===== src/rtl/jpeg_frame_ctrl.sv =====
// Frame sequencer for jpeg_core: streams a commanded number of source words, counts output pixels and reports.
// Optional watchdog enabled by defining JPEG_FRAME_CTRL_TIMEOUT_EN.

module jpeg_frame_ctrl #(
  parameter int WORDS_W   = 24,
  parameter int TIMEOUT_W = 16
) (
  input  logic               clk_i,
  input  logic               rst_i,
  input  logic               cmd_v_i,
  input  logic [WORDS_W-1:0] cmd_words_i,
  output logic               cmd_ready_o,
  input  logic               src_v_i,
  input  logic [31:0]        src_data_i,
  output logic               src_yumi_o,
  output logic               core_valid_o,
  output logic [31:0]        core_data_o,
  output logic [3:0]         core_strb_o,
  output logic               core_last_o,
  input  logic               core_accept_i,
  input  logic               core_idle_i,
  input  logic               core_pix_v_i,
  input  logic               core_pix_accept_i,
  output logic               done_v_o,
  output logic [31:0]        done_pixels_o,
  output logic               done_err_o,
  input  logic               done_yumi_i,
  output logic               busy_o
);

  typedef enum logic [1:0] {IDLE, STREAM, DRAIN, REPORT} state_t;

  state_t             state;
  logic [WORDS_W-1:0] remaining;
  logic [31:0]        pix_cnt;
  logic               err;
  logic [1:0]         drain_cnt;
  logic               cmd_ready_q;
  logic               busy_q;
  logic               done_v_q;

  logic in_stream;
  logic in_flight;
  logic last_word;
  logic src_hs;
  logic pix_hs;
  logic timeout_hit;

  assign in_stream = (state == STREAM);
  assign in_flight = (state == STREAM) || (state == DRAIN);
  assign last_word = (remaining == WORDS_W'(1));
  assign src_hs    = in_stream & src_v_i & core_accept_i;
  assign pix_hs    = in_flight & core_pix_v_i & core_pix_accept_i;

  // The word path is a zero-latency pass-through, gated so nothing leaks outside STREAM.
  assign cmd_ready_o   = cmd_ready_q;
  assign busy_o        = busy_q;
  assign src_yumi_o    = src_hs;
  assign core_valid_o  = in_stream & src_v_i;
  assign core_data_o   = in_stream ? src_data_i : 32'h0;
  assign core_strb_o   = in_stream ? 4'hF : 4'h0;
  assign core_last_o   = in_stream & last_word;
  assign done_v_o      = done_v_q;
  assign done_pixels_o = done_v_q ? pix_cnt : 32'h0;
  assign done_err_o    = done_v_q & err;

`ifdef JPEG_FRAME_CTRL_TIMEOUT_EN
  localparam logic [TIMEOUT_W-1:0] WD_LAST = {TIMEOUT_W{1'b1}} - TIMEOUT_W'(1);

  logic [TIMEOUT_W-1:0] wd;

  // Held at zero outside a frame, so every entry to STREAM starts from a clean count.
  always_ff @(posedge clk_i or posedge rst_i) begin
    if (rst_i) begin
      wd <= '0;
    end else if (!in_flight || src_hs || pix_hs) begin
      wd <= '0;
    end else if (wd != {TIMEOUT_W{1'b1}}) begin
      wd <= wd + TIMEOUT_W'(1);
    end
  end

  assign timeout_hit = in_flight & ~src_hs & ~pix_hs & (wd == WD_LAST);
`else
  assign timeout_hit = 1'b0;
`endif

  always_ff @(posedge clk_i or posedge rst_i) begin
    if (rst_i) begin
      state       <= IDLE;
      remaining   <= '0;
      pix_cnt     <= '0;
      err         <= 1'b0;
      drain_cnt   <= '0;
      cmd_ready_q <= 1'b1;
      busy_q      <= 1'b0;
      done_v_q    <= 1'b0;
    end else begin
      if (pix_hs && (pix_cnt != 32'hFFFF_FFFF)) begin
        pix_cnt <= pix_cnt + 32'd1;
      end

      case (state)
        IDLE: begin
          if (cmd_v_i) begin
            remaining   <= cmd_words_i;
            pix_cnt     <= '0;
            cmd_ready_q <= 1'b0;
            busy_q      <= 1'b1;
            if (cmd_words_i == '0) begin
              err      <= 1'b1;
              done_v_q <= 1'b1;
              state    <= REPORT;
            end else begin
              err   <= 1'b0;
              state <= STREAM;
            end
          end
        end

        STREAM: begin
          if (src_hs) begin
            remaining <= remaining - WORDS_W'(1);
            if (last_word) begin
              drain_cnt <= '0;
              state     <= DRAIN;
            end
          end else if (timeout_hit) begin
            err      <= 1'b1;
            done_v_q <= 1'b1;
            state    <= REPORT;
          end
        end

        // The first two DRAIN cycles ignore core_idle_i while the core picks up the last word.
        DRAIN: begin
          if (drain_cnt != 2'd2) begin
            drain_cnt <= drain_cnt + 2'd1;
          end
          if (timeout_hit) begin
            err <= 1'b1;
          end
          if (((drain_cnt == 2'd2) && core_idle_i) || timeout_hit) begin
            done_v_q <= 1'b1;
            state    <= REPORT;
          end
        end

        REPORT: begin
          if (done_yumi_i) begin
            done_v_q    <= 1'b0;
            busy_q      <= 1'b0;
            cmd_ready_q <= 1'b1;
            state       <= IDLE;
          end
        end

        default: state <= IDLE;
      endcase
    end
  end

endmodule


===== config.mk =====
export PLATFORM = sky130hd
export DESIGN_NAME = jpeg_frame_ctrl
export DESIGN_NICKNAME = d
export VERILOG_FILES = /design/src/rtl/jpeg_frame_ctrl.sv
export SDC_FILE = /design/constraint.sdc
export NUM_CORES = 1
export LEC_CHECK = 0
export ABC_CLOCK_PERIOD_IN_PS = 2700
export CELL_PAD_IN_SITES_DETAIL_PLACEMENT = 1
export CELL_PAD_IN_SITES_GLOBAL_PLACEMENT = 1
export CORE_MARGIN = 2
export CORE_UTILIZATION = 34
export DETAILED_ROUTE_END_ITERATION = 10
export PLACE_DENSITY_LB_ADDON = 0.1
export SLEW_MARGIN = 5
export SYNTH_ARGS = -nofsm -noshare
export SYNTH_HDL_FRONTEND = slang
export SYNTH_SLANG_ARGS = --single-unit

===== constraint.sdc =====
create_clock -name clk_i -period 2.7 [get_ports clk_i]
set_clock_uncertainty 0.2 [all_clocks]
set_input_delay 0.54 -clock clk_i [delete_from_list [all_inputs] [get_ports clk_i]]
set_output_delay 0.54 -clock clk_i [all_outputs]
set_load 0.01 [all_outputs]

# Yosys cells after proc, flatten, opt, wreduce, memory -nomap -nowiden
# Cells that the tools add are included.
dict set report word_totals {
  ff_bits 64
  latchBits 0
  mem_bits_rw 0
  rom_bits 0
  in_bits 65
  out_inout_bits 75
  elab_cells 77
  mem_count 0
}
dict set report classes {
  add_sub_neg 3
  multipliers 0
  n_div 0
  order_cmp 0
  eq_ne 14
  shifts 0
  n_mux 31
  bitwise_logic 7
  reduce_logical 14
}
# operator n
set ops {}
lappend ops {{32-bit two-way mux} 5}
lappend ops {{24-bit two-way mux} 2}
lappend ops {{24-bit case mux with 2 select lines} 1}
lappend ops {{32-bit by 1-bit adder with 32-bit output, second input constant} 1}
lappend ops {{32-bit inequality test, second input constant} 1}
lappend ops {{24-bit by 1-bit equality test with 1-bit output, second input constant} 1}
lappend ops {{24-bit zero test} 1}
lappend ops {{24-bit by 1-bit subtractor with 24-bit output, second input constant} 1}
lappend ops {{2-bit two-way mux} 9}
lappend ops {{2-bit inequality test, second input constant} 5}
lappend ops {{5-bit AND reduction} 2}
lappend ops {{1-bit two-way mux} 8}
lappend ops {{2-bit case mux with 4 select lines} 1}
lappend ops {{1-bit AND} 6}
lappend ops {{2-bit equality test, second input constant} 3}
lappend ops {{2-bit by 1-bit inequality test with 1-bit output, second input constant} 3}
lappend ops {{3-bit AND reduction} 2}
lappend ops {{2-bit nonzero test} 3}
lappend ops {{4-bit two-way mux} 1}
lappend ops {{1-bit case mux with 2 select lines} 2}
lappend ops {{2-bit case mux with 2 select lines} 1}
lappend ops {{4-bit AND reduction} 1}
lappend ops {{1-bit case mux with 3 select lines} 1}
lappend ops {{2-bit by 1-bit adder with 2-bit output, second input constant} 1}
lappend ops {{6 further kinds} 7}

# Depth between registers and ports, before layout
# Gate-level depths: netlist of the first run.
dict set report logic_depth {
  depth_word 8
  ltp_mapped 9
  ltp_nobuf 7
}

# Worst setup path after synthesis of the first run
# Ideal clock, no wire load.
dict set report synth_timing {
  path_type {flip-flop to output port}
  start {register state[1]}
  end {output core_last_o}
  arrival_time_ns 1.920
  required_time_ns 1.960
  setup_slack_ns 0.040
  stages_incl_launch_ff 8
  path_buffers 3
  cell_sequence {dfrtp_1 inv_1 ha_1 clkbuf_1 clkbuf_1 clkbuf_1 nand2_1 nor3_1}
}
dict set report synth_via {
  elab_chain_cells 2
}
# item line_no
set synth_rtl {}
lappend synth_rtl {{start, declared} 33} ;# state_t state;
lappend synth_rtl {{start signal, assigned} 90} ;# state <= IDLE;
lappend synth_rtl {{start signal, assigned} 113} ;# state <= REPORT;
lappend synth_rtl {{start signal, assigned} 116} ;# state <= STREAM;
lappend synth_rtl {{2-bit by 1-bit equality test with 1-bit output} 49} ;# assign in_stream = (state == STREAM);
lappend synth_rtl {{via in_stream} 42} ;# logic in_stream;
lappend synth_rtl {{1-bit AND} 62} ;# assign core_last_o = in_stream & last_word;
lappend synth_rtl {{end, declared} 19} ;# output logic core_last_o,
# The timed path passes the listed nets, and every way through them passes these cells.

# Worst setup path in the final report of the first run
dict set report layout_timing {
  start {register remaining[12]}
  end {output core_last_o}
}
dict set report layout_via {
  elab_chain_cells 2
}
# item line_no
set layout_rtl {}
lappend layout_rtl {{start, declared} 34} ;# logic [WORDS_W-1:0] remaining;
lappend layout_rtl {{start signal, assigned} 106} ;# remaining <= cmd_words_i;
lappend layout_rtl {{start signal, assigned} 123} ;# remaining <= remaining - WORDS_W'(1);
lappend layout_rtl {{24-bit by 1-bit equality test with 1-bit output} 51} ;# assign last_word = (remaining == WORDS_W'(1));
lappend layout_rtl {{1-bit AND} 62}
# Every way passes these cells.

==> results.json, run 1 <==
{
  "critical_path.cell_chain": "or4_4 -> or3_4 -> nor3_2 -> buf_2",
  "slew_viol_final": 0,
  "setup_viol": 0,
  "post_route_cells_drive_above_1_share_pct": 10.50,
  "preCtsSetupSlack_ps": -77.04,
  "tritoncts": "built",
  "ant_nets": 0,
  "timing.critical_path.from_type": "flip-flop",
  "slew-limit-headroom_pct": 51.97,
  "start_util_pct": 34.91,
  "layout_common_cells": "129 x sky130_fd_sc_hd__clkdlybuf4s50_1, 65 x sky130_fd_sc_hd__and2_1, 63 x sky130_fd_sc_hd__dfrtp_1, 42 x sky130_fd_sc_hd__nand2_1, 40 x sky130_fd_sc_hd__a21oi_1",
  "rsz_0062_raised_after_global_routing": "false",
  "ys_seq_elements": 64,
  "setup_tns_ps": 0,
  "clk_root_buf": "sky130_fd_sc_hd__clkbuf_16",
  "grt-ovfl-total": 0,
  "commonest_non_fill_non_tap_cell_in_the_layout": "sky130_fd_sc_hd__clkdlybuf4s50_1",
  "timing_hold_violations_final": 0,
  "post_synth.cell_area_avg_um2": 8.328,
  "synth.area.top_cells": "sky130_fd_sc_hd__dfrtp_1 36%, sky130_fd_sc_hd__and2_1 9.2%, sky130_fd_sc_hd__a21oi_1 4.5%",
  "sequential_share_of_the_synthesized_area_pct": 36.38,
  "port-buffer-count": 139,
  "routed_via_density": 5.457,
  "place_congestion": 0.8477,
  "die_w_um": 117.8,
  "rows": 41,
  "clock.fmax_mhz": 376.6,
  "number_of_drc_violations_after_detailed_routing": 0,
  "synth_enable_flop_cells": 0,
  "grt_pass1_vias": 4805,
  "cts.sinks": 64,
  "max_stage_delay_ps": 550,
  "routed_wl_um": 15490,
  "reg2reg_from": "remaining[18]",
  "min_from": "err",
  "boundary_pins": 140,
  "slowest_stage": "sky130_fd_sc_hd__or4_4",
  "netlist-cell-type-count": 61,
  "leakage_component_of_the_power_nw": 2.679,
  "async_flop_share_pct": 100.0,
  "synthesis.yosys.warnings": 0,
  "dr.pass1.iters": 4,
  "dr_total_vias": 4682,
  "outcome": "finished, final reports clean",
  "timing.critical_path.required_ps": 1960,
  "syn_nets": 603,
  "clock_tree.htree_level_count": 3,
  "setup.worst_path.class": "flip-flop to primary output",
  "top_delay_family_on_crit_path": "simple AND/OR/NAND/NOR gates",
  "utilization_pct": 51.80,
  "area_delta_synth_final_pct": 48.40,
  "critical_path.max_fanout": 2,
  "antennaDiodeCount": 0,
  "finalHoldWorstSlack_ps": 273.3,
  "clk-insertion-delay-late_ps": 330,
  "cap_violations": 0,
  "clk_pin_slew_worst_paths_ps": 60,
  "area_of_the_die_um2": 13880,
  "pin_count_of_the_biggest_net_entering_global_routing": 33,
  "worst_pin_slew_ps": 720.5,
  "most_used_flip_flop_cell_after_synthesis": "sky130_fd_sc_hd__dfrtp_1",
  "ctsLongestPathBuffers": 2,
  "numCtsBuffers": 9,
  "critPathBufInv": 1,
  "cp.arrival_ps": 1920,
  "hold_class": "flip-flop to flip-flop",
  "p_total_mw": 5.645,
  "dp_hpwl_um": 11780,
  "grtUsageTotal_pct": 22.84,
  "worstSetupStartpoint": "remaining[12]",
  "post_synth_instance_area_um2": 4405,
  "fill_cells": 1490,
  "nNetsFinal": 756,
  "syn-instance-count": 529,
  "grt_first_pass_wirelength_um": 25850,
  "dominant_cell_type_by_area_after_synthesis": "sky130_fd_sc_hd__dfrtp_1",
  "synth_top_area_share_pct": 35.79,
  "antenna_found_initial": 0,
  "layout_setup_ws_ps": 44.80,
  "crit_path_end_kind": "primary output",
  "vdd_drop_max_mv": 0.3804,
  "powerDensity_nw_per_um2": 863.5,
  "core_region_area_um2": 12620,
  "detailedRoute.firstIterationViolations": 161,
  "post_cts_buffers": 0,
  "die_height_um": 117.8,
  "final.period_utilization_pct": 98.34,
  "finalCriticalPeriod_ps": 2655,
  "routed_length_per_placed_instance_um": 18.05
}
-- kinds of logic (layout without fill, tap and decap cells) --
family	after synthesis	count (layout)	synth area share [%]
fa+ha+maj	9	9	2.556
flops	64	64	36.38
mux	13	13	2.954
xor+xnor	8	8	1.591
buf+inv	50	207	5.254
compound gates	125	125	18.43
simple gates	260	260	32.83
-- power breakdown --
group	internal [mW]	switching (mW)	total (mW)	leakage, nW
registers	1.21	0.257	1.47	0.816
logic	1.38	1.52	2.90	1.70
clock network	0.852	0.419	1.27	0.159
total	3.45	2.20	5.64	2.68
-- through the flow --
stage / instance area (um2) / cells
global route: 6538 / 858
global placement: 6172 / 843
detailed placement: 6172 / 843
CTS: 6504 / 858
floorplan: 4405 / 529
finish: 6538 / 858
-- worst min-delay path, cell delays in order (launching register included) --
cell and delay [ps]:
sky130_fd_sc_hd__dfrtp_1 340, sky130_fd_sc_hd__nand2_1 50, sky130_fd_sc_hd__nand2_1 60
-- flip-flops by register name, indices dropped and copies added (netlist names) --
name         count
drain_cnt        2
busy_o           1
pix_cnt         32
err              1
state            2
done_v_o         1
remaining       24
cmd_ready_o      1
-- cell usage after synthesis (2+ instances only) --
library cell / count
sky130_fd_sc_hd__buf_6: 2
sky130_fd_sc_hd__xnor2_1: 7
sky130_fd_sc_hd__a21oi_1: 40
sky130_fd_sc_hd__nand2b_1: 3
sky130_fd_sc_hd__o21a_1: 3
sky130_fd_sc_hd__o31ai_4: 2
sky130_fd_sc_hd__a211oi_1: 5
sky130_fd_sc_hd__o22ai_1: 10
sky130_fd_sc_hd__a22oi_1: 6
sky130_fd_sc_hd__or3_1: 14
sky130_fd_sc_hd__clkbuf_1: 21
sky130_fd_sc_hd__ha_1: 9
sky130_fd_sc_hd__o21ai_0: 25
sky130_fd_sc_hd__and4_1: 7
sky130_fd_sc_hd__a2bb2oi_1: 4
sky130_fd_sc_hd__nor4_1: 15
sky130_fd_sc_hd__dfrtp_1: 63
sky130_fd_sc_hd__nand3_1: 21
sky130_fd_sc_hd__nor3_1: 13
sky130_fd_sc_hd__nand4_1: 15
sky130_fd_sc_hd__o311ai_0: 2
sky130_fd_sc_hd__or4_4: 2
sky130_fd_sc_hd__or2_2: 2
sky130_fd_sc_hd__clkbuf_2: 2
sky130_fd_sc_hd__or3_4: 2
sky130_fd_sc_hd__o211ai_1: 3
sky130_fd_sc_hd__a31o_2: 2
sky130_fd_sc_hd__inv_1: 16
sky130_fd_sc_hd__and3_1: 7
sky130_fd_sc_hd__buf_2: 2
sky130_fd_sc_hd__and2_1: 65
sky130_fd_sc_hd__nand2_1: 42
sky130_fd_sc_hd__nor2_1: 37
sky130_fd_sc_hd__buf_4: 5
sky130_fd_sc_hd__nor2b_1: 2
sky130_fd_sc_hd__mux2i_1: 13
sky130_fd_sc_hd__a31oi_1: 2
sky130_fd_sc_hd__or4_1: 7
sky130_fd_sc_hd__o31ai_1: 9
-- worst paths after layout --
kind,end,slack [ps],cells after the start
min in group asynchronous,remaining[4],340,2
worst min register to register,err,270,2
worst max-delay path,core_last_o,40,4
max in group asynchronous,remaining[13],1370,3
worst max register to register,drain_cnt[0],120,6
worst min-delay path,err,270,2
-- timing repair --
item | in CTS | in global routing
hold buffers | 0 | 0
pin swaps | 0 | 2
endpoints found under the setup margin | 35 | 17
gates resized for setup | 7 | 12
-- area by class of cell --
| class | count | area (um2) | area share, % |
|---|---|---|---|
| multi-input cells | 415 | 2601 | 39.79 |
| repair buffers | 175 | 1733 | 26.51 |
| clock inverters | 3 | 65.06 | 0.9952 |
| inverters | 17 | 63.81 | 0.9761 |
| clock buffers | 12 | 256.5 | 3.923 |
| flip-flops and latches | 64 | 1603 | 24.52 |
| well taps | 172 | 215.2 | 3.292 |
-- per-layer routing --
layer | vias up | track usage, % | wire (um)
li1 | 2232 | - | -
met1 | 2334 | 30.98 | 7323
met2 | 101 | 38.66 | 7518
met3 | 15 | 2.907 | 451
met4 | 0 | 5.572 | 197
met5 | - | 0 | 0
(Power assumes the default switching activity.)
==> run 2: changes to the inputs <==
--- a/config.mk
+++ b/config.mk
@@ -6,7 +6,7 @@
 export NUM_CORES = 1
 export LEC_CHECK = 0
 export ABC_CLOCK_PERIOD_IN_PS = 2700
-export CELL_PAD_IN_SITES_DETAIL_PLACEMENT = 1
+export CELL_PAD_IN_SITES_DETAIL_PLACEMENT = 0
 export CELL_PAD_IN_SITES_GLOBAL_PLACEMENT = 1
 export CORE_MARGIN = 2
 export CORE_UTILIZATION = 34
==> run 2 against run 1 <==
Compared with the run above:
- die area stayed put
- maximum frequency increased by 0.32%
- final area decreased by 0.15%
- cell count is 0.35% higher
- largest cell class unchanged
- total power fell by 2.8%
- worst hold slack worse by 9.3 ps
==> results.json, run 2 (synthesis results as in run 1) <==
{
  "largest_register_ffs": 32,
  "numCtsBuffers": 9,
  "rr_worst_depth": 6,
  "fill_cells": 1190,
  "clk_root_buf": "sky130_fd_sc_hd__clkbuf_16",
  "place_congestion": 0.8477,
  "outcome": "finished, final reports clean",
  "cp.arrival_ps": 1910,
  "worstSetupStartpoint": "remaining[18]",
  "finalHoldWorstSlack_ps": 264.0,
  "clock_tree.htree_level_count": 3,
  "ant_nets": 0,
  "nNetsFinal": 758,
  "pin_count_of_the_biggest_net_entering_global_routing": 33,
  "layout_setup_ws_ps": 53.39,
  "preCtsSetupSlack_ps": -82.52,
  "routed_wl_um": 13870,
  "dr.pass1.iters": 4,
  "vdd_drop_max_mv": 0.3477,
  "layout_common_cells": "127 x sky130_fd_sc_hd__clkdlybuf4s50_1, 65 x sky130_fd_sc_hd__and2_1, 63 x sky130_fd_sc_hd__dfrtp_1, 42 x sky130_fd_sc_hd__nand2_1, 40 x sky130_fd_sc_hd__a21oi_1",
  "area_delta_synth_final_pct": 48.17,
  "timing.critical_path.from_type": "flip-flop",
  "leakage_component_of_the_power_nw": 2.711,
  "timing.critical_path.required_ps": 1960,
  "max_stage_delay_ps": 570,
  "rsz_0062_raised_after_global_routing": "false",
  "cts.sinks": 64,
  "antennaDiodeCount": 0,
  "post_route_cells_drive_above_1_share_pct": 10.74,
  "routed_length_per_placed_instance_um": 16.11,
  "boundary_pins": 140,
  "slew-limit-headroom_pct": 53.02,
  "min_from": "err",
  "timing_hold_violations_final": 0,
  "ctsLongestPathBuffers": 2,
  "start_util_pct": 34.91,
  "commonest_non_fill_non_tap_cell_in_the_layout": "sky130_fd_sc_hd__clkdlybuf4s50_1",
  "grt_first_pass_wirelength_um": 22630,
  "slowest_stage": "sky130_fd_sc_hd__or4_4",
  "dp_hpwl_um": 10420,
  "die_w_um": 117.8,
  "detailedRoute.firstIterationViolations": 181,
  "worst_pin_slew_ps": 704.6,
  "crit_path_end_kind": "primary output",
  "number_of_drc_violations_after_detailed_routing": 0,
  "p_total_mw": 5.488,
  "dr_total_vias": 4577,
  "slew_viol_final": 0,
  "top_delay_family_on_crit_path": "simple AND/OR/NAND/NOR gates",
  "clock.fmax_mhz": 377.8,
  "setup_viol": 0,
  "critical_path.cell_chain": "or4_4 -> nor2_2 -> nand2_1 -> nor3_2 -> buf_2",
  "postPlaceCellArea_um2": 6172,
  "clk_pin_slew_worst_paths_ps": 60,
  "critical_path.reg2reg.endpoint": "drain_cnt[0]",
  "routed_via_density": 5.316,
  "grt-ovfl-total": 0,
  "setup.worst_path.class": "flip-flop to primary output",
  "powerDensity_nw_per_um2": 840.7,
  "cap_violations": 0,
  "holdBufCountCts": 0,
  "largest_registers": "pix_cnt: 32 flops, remaining: 24 flops",
  "finalCriticalPeriod_ps": 2647,
  "area_of_the_die_um2": 13880,
  "final.period_utilization_pct": 98.02,
  "critPathBufInv": 1,
  "reg2reg_from": "remaining[18]",
  "core_region_area_um2": 12620,
  "rows": 41,
  "registers.top_by_ff_count": "pix_cnt",
  "critical_path.max_fanout": 4,
  "grt_pass1_vias": 4323,
  "last_element_of_the_critical_path": "core_last_o",
  "antenna_found_initial": 0,
  "grtUsageTotal_pct": 20.12,
  "tritoncts": "built",
  "timing.critical_path.depth": 5,
  "clk-insertion-delay-late_ps": 340,
  "worst-r2r-setup-slack_ps": 160,
  "hold_class": "flip-flop to flip-flop",
  "post-route-cell-area_um2": 6528,
  "die_height_um": 117.8,
  "port-buffer-count": 139
}
==> run 2: changes by cell type in the layout (fill, tap and decap cells not counted), sizes merged <==
cell and change:
buf +2, bufinv -1, clkbuf +1, clkdlybuf4s50 -2
clkinv +1, dlymetal6s2s +2
==> run 2: how the worst min path moves through the flow <==
stage                     endpoint  slack, ps  depth (start not counted)
final                          err        260                          2
after global routing           err        290                          2
after CTS                      err        270                          2
after detailed placement       err        260                          2
after global placement         err        260                          2
after floorplan                err        240                          2
==> run 2: worst reg2reg max path: stages, from the launching register on <==
cell,delay (ps)
sky130_fd_sc_hd__dfrtp_1,410
sky130_fd_sc_hd__or4_4,570
sky130_fd_sc_hd__buf_4,170
sky130_fd_sc_hd__or3_1,420
sky130_fd_sc_hd__o31ai_4,280
sky130_fd_sc_hd__o21ai_1,140
sky130_fd_sc_hd__a32o_1,220
==> run 2: repair_timing <==
action                                  4_1_cts  5_1_grt
gates resized for setup                       7       12
endpoints found under the setup margin       35       16
setup buffers                                 0        2
pin swaps                                     0        1
==> run 2: per-layer routing <==
layer  part of all wire, %  track usage [%]
met1                    48            27.73
met2                    46            32.56
met3                   4.3            3.101
met4                   1.4            6.099
met5                     0                0
==> run 2: per-stage QoR <==
stage	std cells	utilization, %	TNS (ps)
after global routing	861	51.73	0
after global placement	843	48.91	-94.07
after detailed placement	843	48.91	-82.52
after floorplan	529	-	0
after CTS	859	51.37	0
final	861	51.73	0
==> run 2: cell type report <==
cell class                 instances  area (um2)  share of cell area, %
timing repair buffer             177        1749                  26.80
tap                              172       215.2                  3.297
sequential                        64        1603                  24.55
multi-input combinational        415        2596                  39.77
clock inverter                     3       40.04                 0.6134
clock buffer                      13       260.3                  3.987
inverter                          17       63.81                 0.9776
==> run 2: power breakdown <==
group	leakage, nW	internal [mW]	switching (mW)	total (mW)
clock	0.150	0.763	0.435	1.20
sequential	0.816	1.21	0.237	1.45
combinational	1.75	1.39	1.45	2.84
==> run 3: changes to the inputs <==
--- a/config.mk
+++ b/config.mk
@@ -12,7 +12,7 @@
 export CORE_UTILIZATION = 34
 export DETAILED_ROUTE_END_ITERATION = 10
 export PLACE_DENSITY_LB_ADDON = 0.1
-export SLEW_MARGIN = 5
+export SLEW_MARGIN = 25
 export SYNTH_ARGS = -nofsm -noshare
 export SYNTH_HDL_FRONTEND = slang
 export SYNTH_SLANG_ARGS = --single-unit
==> results of run 3 <==
Same layout as run 2: the final DEF is identical, and so are final timing and power.
